`src/rtl/ifetch_bank_mux_if.sv`:
```
//------------------------------------------------------------------------------
// ifetch_bank_mux_if : fetch request/response and bank-side bus bundle
// Revision: 1.0
//------------------------------------------------------------------------------
`default_nettype none

interface ifetch_bank_mux_if #(
  parameter int XLEN     = 32,
  parameter int ADDR_LEN = 14,
  parameter int N_BANK   = 2
);
  logic                            req_valid;
  logic                            req_ready;
  logic [ADDR_LEN-1:0]             req_addr;
  logic                            flush;
  logic                            rsp_valid;
  logic                            rsp_ready;
  logic [XLEN-1:0]                 rsp_data;
  logic [1:0]                      rsp_fault;
  logic [N_BANK-1:0]               bank_en;
  logic [N_BANK*(ADDR_LEN-2)-1:0]  bank_addr;
  logic [N_BANK*XLEN-1:0]          bank_data;

  // The master side is the fetch stage together with the memory banks.
  modport master (
    output req_valid, req_addr, flush, rsp_ready, bank_data,
    input  req_ready, rsp_valid, rsp_data, rsp_fault, bank_en, bank_addr
  );

  modport slave (
    input  req_valid, req_addr, flush, rsp_ready, bank_data,
    output req_ready, rsp_valid, rsp_data, rsp_fault, bank_en, bank_addr
  );
endinterface

`default_nettype wire

```
`src/rtl/ifetch_bank_mux.sv`:
```
//------------------------------------------------------------------------------
// ifetch_bank_mux : routes fetches to N_BANK sync-read memories with skid buffer,
//                   flush and fault reporting. Optional IFETCH_PERF_CNT_EN counters.
// Revision: 1.0
//------------------------------------------------------------------------------
`default_nettype none

`ifndef RAM_BASE_ADDR
`define RAM_BASE_ADDR 14'h2000
`endif

module ifetch_bank_mux #(
  parameter int                         XLEN      = 32,
  parameter int                         ADDR_LEN  = 14,
  parameter int                         N_BANK    = 2,
  parameter logic [N_BANK*ADDR_LEN-1:0] BANK_BASE = {`RAM_BASE_ADDR, 14'h0000}
) (
  input wire               clk,
  input wire               rstb,
  ifetch_bank_mux_if.slave bus
`ifdef IFETCH_PERF_CNT_EN
  ,
  output logic [31:0]      perf_fetch_cnt,
  output logic [31:0]      perf_stall_cnt
`endif
);

  localparam int c_IDX_W = (N_BANK > 1) ? $clog2(N_BANK) : 1;
  localparam int c_WA_W  = ADDR_LEN - 2;

  localparam logic [1:0] c_FLT_OK    = 2'b00;
  localparam logic [1:0] c_FLT_ALIGN = 2'b01;
  localparam logic [1:0] c_FLT_UNMAP = 2'b10;

  logic               r_p1_valid;
  logic [c_IDX_W-1:0] r_p1_bank;
  logic [1:0]         r_p1_fault;
  logic               r_hb_valid;
  logic [XLEN-1:0]    r_hb_data;
  logic [1:0]         r_hb_fault;

  logic [c_IDX_W-1:0] w_hit_idx;
  logic               w_mapped;
  logic [1:0]         w_fault;
  logic               w_req_ready;
  logic               w_accept;
  logic               w_issue;
  logic [XLEN-1:0]    w_p1_data;
  logic               w_rsp_valid;

  // Bases ascend, so the last base not above the address names the bank.
  always_comb begin
    w_hit_idx = '0;
    w_mapped  = 1'b0;
    for (int i = 0; i < N_BANK; i++) begin
      if (bus.req_addr >= BANK_BASE[i*ADDR_LEN +: ADDR_LEN]) begin
        w_hit_idx = c_IDX_W'(i);
        w_mapped  = 1'b1;
      end
    end
  end

  always_comb begin
    w_fault = c_FLT_OK;
    if (bus.req_addr[1:0] != 2'b00) begin
      w_fault = c_FLT_ALIGN;
    end else if (!w_mapped) begin
      w_fault = c_FLT_UNMAP;
    end
  end

  assign w_req_ready = !r_hb_valid;
  assign w_accept    = bus.req_valid && w_req_ready;
  // Gated by rstb so no bank read is issued while reset is held.
  assign w_issue     = w_accept && (w_fault == c_FLT_OK) && rstb;

  for (genvar g = 0; g < N_BANK; g++) begin : g_bank
    // Bases are word aligned, so subtracting the word fields equals the byte subtraction.
    assign bus.bank_addr[g*c_WA_W +: c_WA_W] =
      bus.req_addr[ADDR_LEN-1:2] - BANK_BASE[g*ADDR_LEN+2 +: c_WA_W];
    assign bus.bank_en[g] = w_issue && (w_hit_idx == c_IDX_W'(g));
  end

  assign w_p1_data = (r_p1_fault != c_FLT_OK) ? '0 : bus.bank_data[r_p1_bank*XLEN +: XLEN];

  always_ff @(posedge clk or negedge rstb) begin
    if (!rstb) begin
      r_p1_valid <= 1'b0;
      r_p1_bank  <= '0;
      r_p1_fault <= c_FLT_OK;
      r_hb_valid <= 1'b0;
      r_hb_data  <= '0;
      r_hb_fault <= c_FLT_OK;
    end else begin
      if (w_accept) begin
        r_p1_bank  <= w_hit_idx;
        r_p1_fault <= w_fault;
      end
      if (bus.flush) begin
        r_hb_valid <= 1'b0;
        r_p1_valid <= w_accept;
      end else if (r_hb_valid) begin
        // No acceptance is possible here, so p1 and its bank output stay frozen.
        r_hb_valid <= !bus.rsp_ready;
      end else begin
        r_hb_valid <= r_p1_valid && !bus.rsp_ready;
        r_p1_valid <= w_accept;
        if (r_p1_valid && !bus.rsp_ready) begin
          r_hb_data  <= w_p1_data;
          r_hb_fault <= r_p1_fault;
        end
      end
    end
  end

  assign w_rsp_valid   = (r_hb_valid || r_p1_valid) && !bus.flush;
  assign bus.req_ready = w_req_ready;
  assign bus.rsp_valid = w_rsp_valid;
  assign bus.rsp_data  = r_hb_valid ? r_hb_data  : (r_p1_valid ? w_p1_data  : '0);
  assign bus.rsp_fault = r_hb_valid ? r_hb_fault : (r_p1_valid ? r_p1_fault : c_FLT_OK);

`ifdef IFETCH_PERF_CNT_EN
  logic [31:0] r_fetch_cnt;
  logic [31:0] r_stall_cnt;

  always_ff @(posedge clk or negedge rstb) begin
    if (!rstb) begin
      r_fetch_cnt <= '0;
      r_stall_cnt <= '0;
    end else begin
      if (w_accept && (w_fault == c_FLT_OK)) begin
        r_fetch_cnt <= r_fetch_cnt + 32'd1;
      end
      if (w_rsp_valid && !bus.rsp_ready) begin
        r_stall_cnt <= r_stall_cnt + 32'd1;
      end
    end
  end

  assign perf_fetch_cnt = r_fetch_cnt;
  assign perf_stall_cnt = r_stall_cnt;
`endif

endmodule

`default_nettype wire

```
`src/flat_wrapper.sv`:
```
// flat-port wrapper written by rule: the top's interface ports become plain ports
module ifetch_bank_mux_flat 
#(
  parameter int                         XLEN      = 32,
  parameter int                         ADDR_LEN  = 14,
  parameter int                         N_BANK    = 2,
  parameter logic [N_BANK*ADDR_LEN-1:0] BANK_BASE = {`RAM_BASE_ADDR, 14'h0000}
)
  (clk, rstb, bus_req_valid, bus_req_addr, bus_flush, bus_rsp_ready, bus_bank_data, bus_req_ready, bus_rsp_valid, bus_rsp_data, bus_rsp_fault, bus_bank_en, bus_bank_addr);
  ifetch_bank_mux_if #(.XLEN(XLEN), .ADDR_LEN(ADDR_LEN), .N_BANK(N_BANK)) bus_i ();
  input wire clk;
  input wire rstb;
  input wire logic [$bits(bus_i.req_valid)-1:0] bus_req_valid;
  input wire logic [$bits(bus_i.req_addr)-1:0] bus_req_addr;
  input wire logic [$bits(bus_i.flush)-1:0] bus_flush;
  input wire logic [$bits(bus_i.rsp_ready)-1:0] bus_rsp_ready;
  input wire logic [$bits(bus_i.bank_data)-1:0] bus_bank_data;
  output wire logic [$bits(bus_i.req_ready)-1:0] bus_req_ready;
  output wire logic [$bits(bus_i.rsp_valid)-1:0] bus_rsp_valid;
  output wire logic [$bits(bus_i.rsp_data)-1:0] bus_rsp_data;
  output wire logic [$bits(bus_i.rsp_fault)-1:0] bus_rsp_fault;
  output wire logic [$bits(bus_i.bank_en)-1:0] bus_bank_en;
  output wire logic [$bits(bus_i.bank_addr)-1:0] bus_bank_addr;
  assign bus_i.req_valid = bus_req_valid;
  assign bus_i.req_addr = bus_req_addr;
  assign bus_i.flush = bus_flush;
  assign bus_i.rsp_ready = bus_rsp_ready;
  assign bus_i.bank_data = bus_bank_data;
  assign bus_req_ready = bus_i.req_ready;
  assign bus_rsp_valid = bus_i.rsp_valid;
  assign bus_rsp_data = bus_i.rsp_data;
  assign bus_rsp_fault = bus_i.rsp_fault;
  assign bus_bank_en = bus_i.bank_en;
  assign bus_bank_addr = bus_i.bank_addr;
  ifetch_bank_mux #(.XLEN(XLEN), .ADDR_LEN(ADDR_LEN), .N_BANK(N_BANK), .BANK_BASE(BANK_BASE)) u_core (.clk(clk), .rstb(rstb), .bus(bus_i));
endmodule
```
`config.mk`:
```
export PLATFORM = sky130hd
export DESIGN_NAME = ifetch_bank_mux_flat
export DESIGN_NICKNAME = d
export VERILOG_FILES = /design/src/rtl/ifetch_bank_mux_if.sv /design/src/rtl/ifetch_bank_mux.sv /design/src/flat_wrapper.sv
export SDC_FILE = /design/constraint.sdc
export NUM_CORES = 1
export LEC_CHECK = 0
export ABC_AREA = 1
export ABC_CLOCK_PERIOD_IN_PS = 1500
export CORE_ASPECT_RATIO = 1.1
export CORE_MARGIN = 5
export CORE_UTILIZATION = 40
export CTS_CLUSTER_SIZE = 14
export DETAILED_ROUTE_END_ITERATION = 6
export HOLD_SLACK_MARGIN = 0.08
export PLACE_DENSITY = 0.8
export SYNTH_ARGS = -nofsm -noshare
export SYNTH_HDL_FRONTEND = slang
export SYNTH_SLANG_ARGS = --single-unit
```
`constraint.sdc`:
```
create_clock -name clk -period 1.5 [get_ports clk]
set_input_delay 0.15 -clock clk [delete_from_list [all_inputs] [get_ports clk]]
set_output_delay 0.15 -clock clk [all_outputs]
set_load 0.02 [all_outputs]
```
==> Word level (Yosys, flattened, before mapping) <==
Cells that the tools add are included.
{ "word_totals": {"register_bits": 39, "inputBits": 83, "word_cells": 43} }
{ "classes": {"order_cmp": 2, "n_shift": 1, "bitwise_logic": 3, "reduce_logical": 15, "mux": 14, "eq_ne": 1, "addsub": 1} }
{ "ops": {"columns": ["op", "n"], "rows": [
  ["$mux 32", 3],
  ["$shiftx 64x7->32", 1],
  ["$ge 14x1->1 const B", 1],
  ["$ge 14x14->1 const B", 1],
  ["$sub 12x12->12 const B", 1],
  ["$mux 2", 4],
  ["$logic_and 1x1->1", 7],
  ["$mux 1", 7],
  ["$reduce_bool 2->1", 2],
  ["$logic_not 1->1", 3],
  ["$not 1->1", 3],
  ["$reduce_and 3->1", 1],
  ["$logic_not 2->1", 1],
  ["$ne 2x2->1 const B", 1],
  ["$logic_or 1x1->1", 1]
]} }

==> Logic depth before layout (Yosys ltp) <==
Gate-level depths: netlist of run 1.
{ "logic_depth": {"depth_word": 9, "ltp_mapped": 7, "mapped_depth_nobuf": 5} }

==> Worst setup path before layout of run 1 <==
Ideal clock, no wire load.
{ "synth_timing": {"kind": "register -> output", "from": "register u_core.r_hb_valid", "to": "output bus_rsp_fault[0]", "n_path_buf": 1, "stages_incl_launch_ff": 4, "setup_slack_ns": 0.271, "arrival_ns": 1.079, "cell_sequence": "dfrtp_1 -> buf_6 -> clkinv_4 -> o21ai_0"} }
{ "synth_between": {"elab_chain_cells": 1} }
{ "synth_rtl": {"columns": ["element", "line", "text"], "rows": [
  ["from (decl)", "ifetch_bank_mux.sv:38", "logic r_hb_valid;"],
  ["from (signal assigned)", "ifetch_bank_mux.sv:104", "r_hb_valid <= !bus.rsp_ready;"],
  ["from (signal assigned)", "ifetch_bank_mux.sv:106", "r_hb_valid <= r_p1_valid && !bus.rsp_ready;"],
  ["$mux 2", "ifetch_bank_mux.sv:120", "assign bus.rsp_fault = r_hb_valid ? r_hb_fault : (r_p1_valid ? r_p1_fault : c_FLT_OK);"],
  ["to (decl)", "flat_wrapper.sv:21", "output wire logic [$bits(bus_i.rsp_fault)-1:0] bus_rsp_fault;"]
]} }
Every way passes these cells.

==> Worst setup path in the final report of run 1 <==
{ "layout_timing": {"from": "register u_core.r_p1_bank", "to": "output bus_rsp_data[28]"} }
{ "layout_between": {"elab_chain_cells": 4} }
{ "layout_rtl": {"columns": ["element", "line", "text"], "rows": [
  ["from (decl)", "ifetch_bank_mux.sv:36", "logic [c_IDX_W-1:0] r_p1_bank;"],
  ["from (signal assigned)", "ifetch_bank_mux.sv:96", "r_p1_bank <= w_hit_idx;"],
  ["$shiftx 64x7->32", "ifetch_bank_mux.sv:84", "assign w_p1_data = (r_p1_fault != c_FLT_OK) ? '0 : bus.bank_data[r_p1_bank*XLEN +: XLEN];"],
  ["$mux 32", "ifetch_bank_mux.sv:84", null],
  ["$mux 32 (2 in a row)", "ifetch_bank_mux.sv:119", "assign bus.rsp_data = r_hb_valid ? r_hb_data : (r_p1_valid ? w_p1_data : '0);"],
  ["to (decl)", "flat_wrapper.sv:20", "output wire logic [$bits(bus_i.rsp_data)-1:0] bus_rsp_data;"]
]} }
Every way passes these cells.

==> results of run 1 <==
==> sequential cells by signal, indices dropped and copies added, names as in the netlist <==
| name | flops |
|---|---|
| u_core.r_hb_data | 32 |
| u_core.r_hb_fault | 1 |
| u_core.r_hb_valid | 1 |
| u_core.r_p1_bank | 1 |
| u_core.r_p1_fault | 1 |
| u_core.r_p1_valid | 1 |
==> cells in the final DEF (no fill, tap or decap) <==
cell type	count
a21oi_1	2
buf_12	8
buf_16	4
buf_2	4
buf_4	88
buf_6	35
buf_8	1
clkbuf_16	2
clkbuf_8	7
clkdlybuf4s50_1	72
clkinv_2	1
clkinv_4	1
conb_1	1
dfrtp_1	35
dfrtp_2	2
dlygate4sd3_1	1
inv_1	36
inv_2	1
nand2_1	117
nand2_2	24
nand2_4	24
nand2_8	2
nand3_1	38
nand3_2	22
nand3_4	6
nand4_1	1
nor2_1	34
nor2_2	26
nor2_4	7
nor2_8	2
o21ai_0	3
o21ai_2	1
o31ai_1	1
==> worst max-delay path by stage <==
stage                     cells past startpoint  slack [ps]               from               end
after detailed placement                      5        -260  u_core.r_hb_valid  bus_rsp_data[19]
after global placement                        5        -220    bus_req_addr[0]    bus_bank_en[0]
final                                         7        -170   u_core.r_p1_bank  bus_rsp_data[28]
after floorplan                               3         270  u_core.r_hb_valid  bus_rsp_fault[0]
after global routing                          7        -240   u_core.r_p1_bank  bus_rsp_data[28]
after CTS                                     7        -140   u_core.r_p1_bank  bus_rsp_data[28]
==> layer usage <==
metal	vias up	part of all wire
li1	1650	-
met3	33	0.058
met2	125	0.54
met1	1645	0.37
met4	0	0.025
met5	-	0
==> critical path, cell delays in order (launching register included) <==
cell and delay (ps):
dfrtp_2 450, buf_12 160, buf_12 130, nor2_2 40, nor2_1 140, nand3_1 120, nand2_2 90, buf_6 110
==> cell families (layout without fill, tap and decap cells) <==
family	after synthesis	count (layout)
compound gates	7	7
buf+inv	86	261
flops	37	37
other cells	1	1
simple gates	302	303
==> metrics by stage <==
step	cells	worst slack, ps	setup TNS, ps	hold slack, ps	util
finish	691	-173	-3200	300	0.799
global route	691	-239	-5390	300	0.799
CTS	679	-139	-1950	300	0.748
detailed placement	640	-260	-8090	289	0.625
global placement	640	-220	-6990	281	0.625
floorplan	433	271	0	-146	-
==> final cells by class <==
class	instances	area (sq um)	share of cell area
clock inverter	1	5.00	0.000945
sequential	37	928	0.175
multi-input combinational	311	1880	0.354
timing repair buffer	215	2140	0.404
clock buffer	7	96.3	0.0182
inverter	38	148	0.0279
tap	82	103	0.0194
==> where the power goes <==
part	internal (mW)	leakage, nW	switching (mW)
Combinational	1.06	2.22	1.05
Sequential	1.20	0.473	0.125
Clock	0.415	0.0542	0.345
==> repair_timing <==
item,4_1_cts,5_1_grt
pin swaps,55,32
setup buffers,26,9
cloned,4,3
hold endpoints to repair,37,0
gates resized for setup,311,64
hold buffers,1,0
setup endpoints to repair,37,42
==> out/metrics.csv, run 1 <==
metric,value,unit
yosys-top-cells-count,"166 x nand2_1, 67 x nor2_1, 64 x nand3_1",
arrival,1520,ps
critPathLaunchType,flip-flop,
power.leakage,2.75,nW
nets,691,
final_cell_area,5300,sq um
die_w,88.8,um
htree_levels,2,
place_congestion,0.825,
synth.most_common_cell,nand2_1,
r2r-end,u_core.r_hb_data[11],
fill_cells,435,
synthTopCellsByArea,"dfrtp_1 34%, nand2_1 23%, nand3_1 12%",
clock-sinks,37,
peakVddDrop,0.000503,V
outcome,"finished, violations left",
finClkSkew,4.67,ps
drive_gt1_frac,0.440,
power,4.19,mW
vias_per_cell,5.00,
synthFlopType,dfrtp_1,
clkTransAtPathRegs,70,ps
row_count,31,
root_buffer,clkbuf_8,
synth_top_area_cell,dfrtp_1,
dp_hpwl,5.85,mm
cp_max_fo,7,
met1_usage,0.282,
grtUsageMet3,0.0331,
reg2reg_slack,20,ps
max-cap-violations,0,
grt_util_met2,0.423,
netlist_instances,433,
first_pass_iters,4,
die_area,8590,sq um
synth-xor-area-share,0,
rsz0062_at_grt,yes,
core,6630,sq um
overflow,0,
grt_max_degree,38,
postPlaceCellArea,4150,sq um
io_pins,145,
fin_crit,1670,ps
min_period_over_period,1.12,
netlist_area,2730,sq um
min-delay-start,bus_req_addr[7],
first_iter_violations,146,
cts_tree,yes,
ys.warnings.count,0,
area_growth,93.7,%
hold_viol_final,0,
cts_buffer_depth,2,
antenna_found_initial,0,
start_util,0.412,
drt_wl_total,11.2,mm
synth_top_area_share,0.339,
numPortBuffers,110,
synth_compound_area_frac,0.0137,
first_global_vias,3706,
syn_avg_cell_area,6.31,sq um
power_density,792,nW/um^2
hold_class,in2out,
hold_path_end,bus_bank_addr[17],
vias,3453,
synth_fa_ha_area_frac,0,
synthMuxAreaShare,0,
routedWlPerCell,16.3,um
synth_fp_nets,516,
yosys.area_share.simple,0.465,
hold_depth,0,
num_antenna_cells,0,
cts-buffers-inserted,5,
reg2reg_depth,8,
final_max_slew_viol_count,0,
antenna_left,0,
synth_top_family_by_area,simple AND/OR/NAND/NOR gates,
cp.required,1350,ps
crit_type,reg2out,
regToRegStartpoint,u_core.r_p1_bank,
track_usage,0.241,
insertion_delay,280,ps
violations,negative setup slack,
busiest_layer,met2,
yosysUniqueCellTypes,19,
grt_pass1_wl,16.8,mm
die_h,96.7,um
fin_ws,-173,ps
timing.fmax,0.598,GHz
endpoint_kind,primary output,
seq_area_frac_synth,0.339,
synth_seq_cells,37,
synth_edf_count,0,
drcViolationCount,0,
setup_viol,32,
async_flop_share,1.00,
Power figures use the tool's default switching activity.
==> inputs of run 2 (changes only) <==
- SLEW_MARGIN: not set -> 10
==> results of run 2 <==
Final layout, timing and power as in run 1 (identical DEF).
==> inputs of run 3 (changes only) <==
- HOLD_SLACK_MARGIN: 0.08 -> 0.12
==> results of run 3 <==
Final layout, timing and power as in run 1 (identical DEF).
